$ cat src/rtl/msrh_dcache_refill.sv
// L1 data-cache refill engine: one outstanding L2 line fetch, beat assembly, one-cycle array write, done pulse.
// Build option: define MSRH_DCACHE_REFILL_CRITICAL_FIRST_EN for critical-beat-first L2 requests.
module msrh_dcache_refill #(
    parameter int                  PADDR_W   = 56,
    parameter int                  LINE_W    = 128,
    parameter int                  BEAT_W    = 64,
    parameter int                  L2_TAG_W  = 4,
    parameter logic [L2_TAG_W-1:0] MY_L2_TAG = 4'h2
) (
    input  logic                  i_clk,
    input  logic                  i_reset,
    input  logic                  i_miss_valid,
    output logic                  o_miss_ready,
    input  logic [PADDR_W-1:0]    i_miss_paddr,
    output logic                  o_l2_req_valid,
    input  logic                  i_l2_req_ready,
    output logic [PADDR_W-1:0]    o_l2_req_addr,
    output logic [L2_TAG_W-1:0]   o_l2_req_tag,
    input  logic                  i_l2_resp_valid,
    input  logic [L2_TAG_W-1:0]   i_l2_resp_tag,
    input  logic [BEAT_W-1:0]     i_l2_resp_data,
    output logic                  o_dc_update_valid,
    output logic [PADDR_W-1:0]    o_dc_update_addr,
    output logic [LINE_W/8-1:0]   o_dc_update_be,
    output logic [LINE_W-1:0]     o_dc_update_data,
    output logic                  o_refill_done,
    output logic [PADDR_W-1:0]    o_refill_paddr,
    output logic                  o_busy,
    output logic [1:0]            o_dbg_state
);
    // Handshakes: a transfer happens in a cycle where valid and ready are both high at the rising edge;
    // valid never depends on ready, and request address/tag stay stable while valid waits for ready.

    localparam int BEATS      = LINE_W / BEAT_W;
    localparam int LINE_OFF_W = $clog2(LINE_W / 8);
    localparam int BEAT_OFF_W = $clog2(BEAT_W / 8);
    localparam int CNT_W      = (BEATS > 1) ? $clog2(BEATS) : 1;
    localparam logic [CNT_W-1:0]   LAST_BEAT = CNT_W'(BEATS - 1);
    localparam logic [PADDR_W-1:0] LINE_MASK = {PADDR_W{1'b1}} << LINE_OFF_W;

    typedef enum logic [1:0] {
        IDLE     = 2'd0,
        L2_REQ   = 2'd1,
        L2_RESP  = 2'd2,
        DC_WRITE = 2'd3
    } state_e;

    state_e              state_q;
    logic [CNT_W-1:0]    cnt_q;
    logic [LINE_W-1:0]   line_q;
    logic [PADDR_W-1:0]  line_addr_q;
    logic [PADDR_W-1:0]  req_addr_q;
    logic                miss_ready_q;
    logic                req_valid_q;
    logic                upd_valid_q;
    logic                done_q;
    logic                busy_q;

    logic [CNT_W-1:0]    slot;
    logic                beat_hit;
    logic [PADDR_W-1:0]  miss_line_addr;
    logic [PADDR_W-1:0]  miss_req_addr;

    assign miss_line_addr = i_miss_paddr & LINE_MASK;
    assign beat_hit       = i_l2_resp_valid && (i_l2_resp_tag == MY_L2_TAG);

`ifdef MSRH_DCACHE_REFILL_CRITICAL_FIRST_EN
    localparam logic [PADDR_W-1:0] BEAT_MASK = {PADDR_W{1'b1}} << BEAT_OFF_W;
    logic [CNT_W-1:0] crit_q;
    logic [CNT_W-1:0] miss_crit;

    if (BEATS > 1) begin : g_crit
        assign miss_crit = i_miss_paddr[BEAT_OFF_W +: CNT_W];
    end else begin : g_no_crit
        assign miss_crit = '0;
    end

    assign miss_req_addr = i_miss_paddr & BEAT_MASK;
    // L2 wraps from the critical beat; the beat count is a power of two so the add wraps naturally.
    assign slot          = crit_q + cnt_q;
`else
    assign miss_req_addr = miss_line_addr;
    assign slot          = cnt_q;
`endif

    always_ff @(posedge i_clk or posedge i_reset) begin
        if (i_reset) begin
            state_q      <= IDLE;
            cnt_q        <= '0;
            line_q       <= '0;
            line_addr_q  <= '0;
            req_addr_q   <= '0;
            miss_ready_q <= 1'b1;
            req_valid_q  <= 1'b0;
            upd_valid_q  <= 1'b0;
            done_q       <= 1'b0;
            busy_q       <= 1'b0;
`ifdef MSRH_DCACHE_REFILL_CRITICAL_FIRST_EN
            crit_q       <= '0;
`endif
        end else begin
            done_q <= 1'b0;
            case (state_q)
                IDLE: begin
                    if (i_miss_valid) begin
                        state_q      <= L2_REQ;
                        line_addr_q  <= miss_line_addr;
                        req_addr_q   <= miss_req_addr;
`ifdef MSRH_DCACHE_REFILL_CRITICAL_FIRST_EN
                        crit_q       <= miss_crit;
`endif
                        miss_ready_q <= 1'b0;
                        req_valid_q  <= 1'b1;
                        busy_q       <= 1'b1;
                    end
                end
                L2_REQ: begin
                    if (i_l2_req_ready) begin
                        req_valid_q <= 1'b0;
                        cnt_q       <= '0;
                        state_q     <= L2_RESP;
                    end
                end
                L2_RESP: begin
                    if (beat_hit) begin
                        line_q[int'(slot)*BEAT_W +: BEAT_W] <= i_l2_resp_data;
                        cnt_q <= cnt_q + CNT_W'(1);
                        if (cnt_q == LAST_BEAT) begin
                            state_q     <= DC_WRITE;
                            upd_valid_q <= 1'b1;
                        end
                    end
                end
                DC_WRITE: begin
                    // Done follows the write by one cycle so the new line is readable on replay.
                    upd_valid_q  <= 1'b0;
                    done_q       <= 1'b1;
                    miss_ready_q <= 1'b1;
                    busy_q       <= 1'b0;
                    state_q      <= IDLE;
                end
                default: state_q <= IDLE;
            endcase
        end
    end

    assign o_miss_ready      = miss_ready_q;
    assign o_l2_req_valid    = req_valid_q;
    assign o_l2_req_addr     = req_addr_q;
    assign o_l2_req_tag      = MY_L2_TAG;
    assign o_dc_update_valid = upd_valid_q;
    assign o_dc_update_addr  = line_addr_q;
    assign o_dc_update_be    = '1;
    assign o_dc_update_data  = line_q;
    assign o_refill_done     = done_q;
    assign o_refill_paddr    = line_addr_q;
    assign o_busy            = busy_q;
    assign o_dbg_state       = state_q;

endmodule

$ cat config.mk
export PLATFORM = sky130hd
export DESIGN_NAME = msrh_dcache_refill
export DESIGN_NICKNAME = d
export VERILOG_FILES = /design/src/rtl/msrh_dcache_refill.sv
export SDC_FILE = /design/constraint.sdc
export NUM_CORES = 1
export LEC_CHECK = 0
export ABC_CLOCK_PERIOD_IN_PS = 15900
export CORE_AREA = 2 2 176 178
export DETAILED_ROUTE_END_ITERATION = 12
export DIE_AREA = 0 0 178 180
export MAX_ROUTING_LAYER = met4
export PLACE_DENSITY = 0.68
export SYNTH_ARGS = -nofsm -noshare
export SYNTH_HDL_FRONTEND = slang
export SYNTH_SLANG_ARGS = --single-unit
export TNS_END_PERCENT = 5
$ cat constraint.sdc
create_clock -name i_clk -period 15.9 [get_ports i_clk]
set_input_delay 3.18 -clock i_clk [delete_from_list [all_inputs] [get_ports i_clk]]
set_output_delay 3.18 -clock i_clk [all_outputs]
set_load 0.01 [all_outputs]
* After elaboration in Yosys (flattened, before gate mapping)
Cells that the tools add are included.
** Storage, ports and cells
- Register bits :: 188
- Bits in latches :: 0
- RAM bits :: 0
- Memory bits (read-only) :: 0
- Bits of input ports :: 129
- Word-level logic and storage cells :: 52
- Memories kept :: 0
** Operators by class
- $add $sub $neg :: 2
- $mul :: 0
- Div/mod/pow operators :: 0
- Magnitude comparators :: 0
- Equal/unequal tests :: 8
- Shift operators :: 2
- Mux-type cells :: 18
- Bitwise gates (word level) :: 0
- Reduce and logical (&&, ||, !) cells :: 13
** Operator list (count)
- $bwmux W128 :: 1
- $shift A64 B33 Y128 const A :: 1
- $shiftx A64 B33 Y128 :: 1
- $neg A7 Y33 :: 1
- $pmux W1 S2 :: 5
- $reduce_and A3 Y1 :: 3
- $mux W2 :: 4
- $ne A2 B2 Y1 const B :: 4
- $pmux W2 S4 :: 1
- $reduce_bool A2 Y1 :: 4
- $mux W1 :: 7
- $reduce_and A2 Y1 :: 3
- $eq A2 B2 Y1 const B :: 2
- $eq A4 B2 Y1 const B :: 1
- $reduce_and A4 Y1 :: 1
- $eq A2 B1 Y1 const B :: 1
- $logic_not A2 Y1 :: 1
- $add A1 B1 Y1 const B :: 1
- $logic_and A1 B1 Y1 :: 1

* Longest topological paths before layout
- Depth after elaboration :: 4
- Depth in mapped cells :: 7
- Gate-level depth less buffers :: 6

* Worst setup path before layout
OpenSTA, ideal clock, no wires.
- Kind :: input to register
- Start point :: input port i_l2_resp_tag[3]
- End point :: register line_q[100] (netlist: o_dc_update_data[100])
- Data arrival time :: 4.363 ns
- Required time :: 15.775 ns
- Path slack :: 11.411 ns
- Cell stages on the path :: 6
- Path buffers :: 2
- Path through :: nor3b_4 nand4b_2 or2_1 buf_6 buf_12 mux2_4
** On the way
- Word-level cells in the longest chain between the ends :: 3
** RTL lines
- from (decl) :: RTL line 20 : input logic [L2_TAG_W-1:0] i_l2_resp_tag,
- $eq A4 B2 Y1 :: RTL line 65 : assign beat_hit = i_l2_resp_valid && (i_l2_resp_tag == MY_L2_TAG);
- $logic_and A1 B1 Y1 :: RTL line 65
- $reduce_and A2 Y1 (no source line)
- to (signal, indexed assignment) :: RTL line 126 : line_q[int'(slot)*BEAT_W +: BEAT_W] <= i_l2_resp_data;
- to (decl) :: RTL line 50 : logic [LINE_W-1:0] line_q;
Every way passes these cells.
A chain may end at the register's enable or synchronous reset.

* Final worst setup path
- Start point :: input port i_l2_resp_tag[3]
- End point :: register line_q[68] (netlist: o_dc_update_data[68])
The elaborated chain is that of the path after synthesis.

==> results by group <==
Timing
  – Max Slew Vio Count: 0
  – Worst Skew: 0.01613 ns
  – # setup viols final: 0
  – Slew @ Worst Pin: 1.016 ns
  – Relative slew slack: 32.29%
  – Fmax achieved: 0.1940 GHz
  – Setup TNS: 0 ns
  – Minimum clock period: 5.154 ns
  – Unrepaired setup endpoints after global routing: false
  – Hold Fails Final Rpt: 0
  – Hold slack: 0.5056 ns
  – Final period utilization: 32.41%
  – Worst setup margin: 10.75 ns

Routing
  – Vias: 5328
  – DRC viols: 0
  – Routed Antenna Nets: 0
  – Via density: 4.153
  – Drt pass-1 iters: 4
  – Wirelength per Cell: 17.35 um
  – DR iter-0 viols: 197
  – Detailed Route WL: 22260 um

Synth
  – Post-synth top cells: dfrtp_1, buf_4, mux2_2
  – Synth top area share: 55.37%
  – Cell taking the most area after synthesis: dfrtp_1
  – Fraction of registers with async set/reset: 100.0%
  – Netlist Area Pre-Place: 8452 um2
  – Post-synth EDFFs: 0
  – Yosys Warn Count: 0
  – Mean post-synth cell area: 15.04 um2
  – Synth Flop Type: dfrtp_1
  – Sequential element share of the synthesized area: 55.68%
  – Register bit total from synthesis: 188
  – Library cells used by synthesis: 30
  – Synthesized instance count: 562
  – Most numerous cell in the Yosys netlist: dfrtp_1
  – Top post-synthesis cells by area: dfrtp_1, mux2_2, buf_4

Clock tree
  – Setup Buffers After CTS: 0
  – TritonCTS clock tree: done
  – Number of gates resized after cts: 0
  – Post-CTS Hold Fix Bufs: 0
  – Max Root-Sink Buffers: 2
  – Clk_lat worst skew: 0.45 ns
  – Num CTS Buffers: 17
  – Clock Sinks: 188
  – CTS root buf: clkbuf_16
  – CTS clk-pin slew, worst paths: 0.07 ns
  – H-tree Lvls: 4

Global routing
  – Initial antenna violation count: 0
  – Largest net degree at the start of global routing: 119
  – Overall global routing resource usage: 14.20%
  – Vias in the first global route: 5562
  – First-pass GRT wire length: 33370 um
  – Total grt overflow: 0

Placed design
  – Placed Cells: 1251
  – Pre-CTS WS: 10.23 ns
  – GP Congestion: 0.7473
  – IO buf count: 415
  – Dpl hpwl: 16190 um

Final layout
  – Final Non-Filler Cells: 1283
  – # nets final: 1007
  – Area grow syn2layout: 49.67%
  – Post-layout util: 41.90%
  – N_diodes: 0
  – Layout cells sized above 1: 25.14%

Pwr
  – Static Leak: 0.005785 uW
  – VDD IR-drop max: 0.09035 mV
  – Power per cell area: 182.3 nW/um2

Floorplanning
  – Die area: 32040 um2
  – IO Pins: 452
  – Die W: 178 um
  – Std cell rows: 64
  – Die H: 180 um
  – Initial Utilization: 28.00%
  – Core area: 30190 um2

Setup path
  – Worst r2r path cells: 6
  – Setup crit end kind: flip-flop
  – Critical Path Fanout Max: 50
  – R2R setup slack: 13.28 ns
  – Critical R2R Capture: o_dc_update_data[68]
  – Worst path required time: 16.22 ns
  – CP Launch Type: input pin
  – Crit Reg-Reg Startpoint: o_dbg_state[0]
  – Kind of critical path: input pin to flip-flop
  – Critical path arrival: 5.48 ns

Worst hold path
  – Hold Path Class: flip-flop to flip-flop
  – Min-Delay Path Depth: 1
  – Hold_sp: o_dc_update_data[119]
  – WHS Endpoint: o_dc_update_data[119]

Status
  – Run status: completed

Job
  – Number of max-cap violations: 0
layout by cell type (no fill, tap or decap), types with 2 or more instances in the layout:
| cell | netlist | final |
|---|---|---|
| a21oi_1 | 2 | 2 |
| a22o_1 | 2 | 2 |
| buf_4 | 136 | 3 |
| clkbuf_16 | 0 | 17 |
| clkdlybuf4s50_1 | 0 | 415 |
| clkinv_8 | 0 | 2 |
| conb_1 | 2 | 32 |
| dfrtp_1 | 187 | 187 |
| ha_1 | 4 | 4 |
| inv_1 | 7 | 6 |
| inv_6 | 0 | 4 |
| inv_8 | 0 | 6 |
| mux2_2 | 122 | 122 |
| mux2_4 | 60 | 60 |
| mux2i_1 | 2 | 2 |
| nand2_1 | 5 | 3 |
kinds of logic (layout without fill, tap and decap cells):
family | count (synthesis) | in the layout | share of synthesized area (%)
other cells | 2 | 32 | 0.08886
compound gates | 10 | 10 | 0.9179
mux | 184 | 184 | 27.15
flops | 188 | 188 | 55.68
buf+inv | 162 | 457 | 14.55
simple gates | 12 | 12 | 1.022
fa+ha+maj | 4 | 4 | 0.5922
layout make-up:
cell class	instances	area (um2)
inverters	7	33.78
clock buffers	18	429.2
well taps	396	495.5
repair buffers	418	4177
multi-input cells	242	2641
clock inverters	14	167.7
fillers	2803	17540
flip-flops and latches	188	4706
per-stage QoR:
| step | instance area [um2] | power, uW |
|---|---|---|
| after floorplan | 8564 | 1342 |
| after global placement | 12050 | 1874 |
| after detailed placement | 12050 | 1889 |
| after CTS | 12650 | 2344 |
| after global routing | 12650 | 2431 |
| final | 12650 | 2306 |
power breakdown:
group          switching, uW  internal, uW  leakage (uW)  total [uW]
clock                    212           226      0.000295         439
combinational            391           687       0.00304        1080
sequential               140           649       0.00245         789
total                    744          1560       0.00578        2310
flip-flops by register name, summed over array words and instances (netlist names):
name / cells
o_refill_done: 1
o_dc_update_data: 128
cnt_q: 1
o_dc_update_addr: 52
o_miss_ready: 1
o_busy: 1
o_dc_update_valid: 1
o_dbg_state: 2
o_l2_req_valid: 1
worst max path at each step:
stage | start | end | slack [ns] | cells past startpoint
finish | i_l2_resp_tag[3] | o_dc_update_data[68] | 10.75 | 6
global placement | i_l2_resp_valid | o_dc_update_data[118] | 10.24 | 6
global route | i_l2_resp_valid | o_dc_update_data[118] | 10.63 | 6
detailed placement | i_l2_resp_tag[3] | o_dc_update_data[118] | 10.23 | 6
floorplan | i_reset | cnt_q | 7.61 | 1
CTS | i_l2_resp_tag[3] | o_dc_update_data[116] | 10.72 | 6
critical path, cell delays in order:
cell             delay (ns)
clkdlybuf4s50_1        0.51
nor3b_4                0.07
nand4b_2               0.12
or2_4                  0.34
buf_4                  0.78
mux2_4                 0.35
per-layer routing:
layer  track usage, %  wire [um]
met5                -          0
met4            5.279        425
met3            4.907       1883
met1            16.55       9058
met2            22.51      10890
No activity file was read; power rests on OpenSTA's default activity.
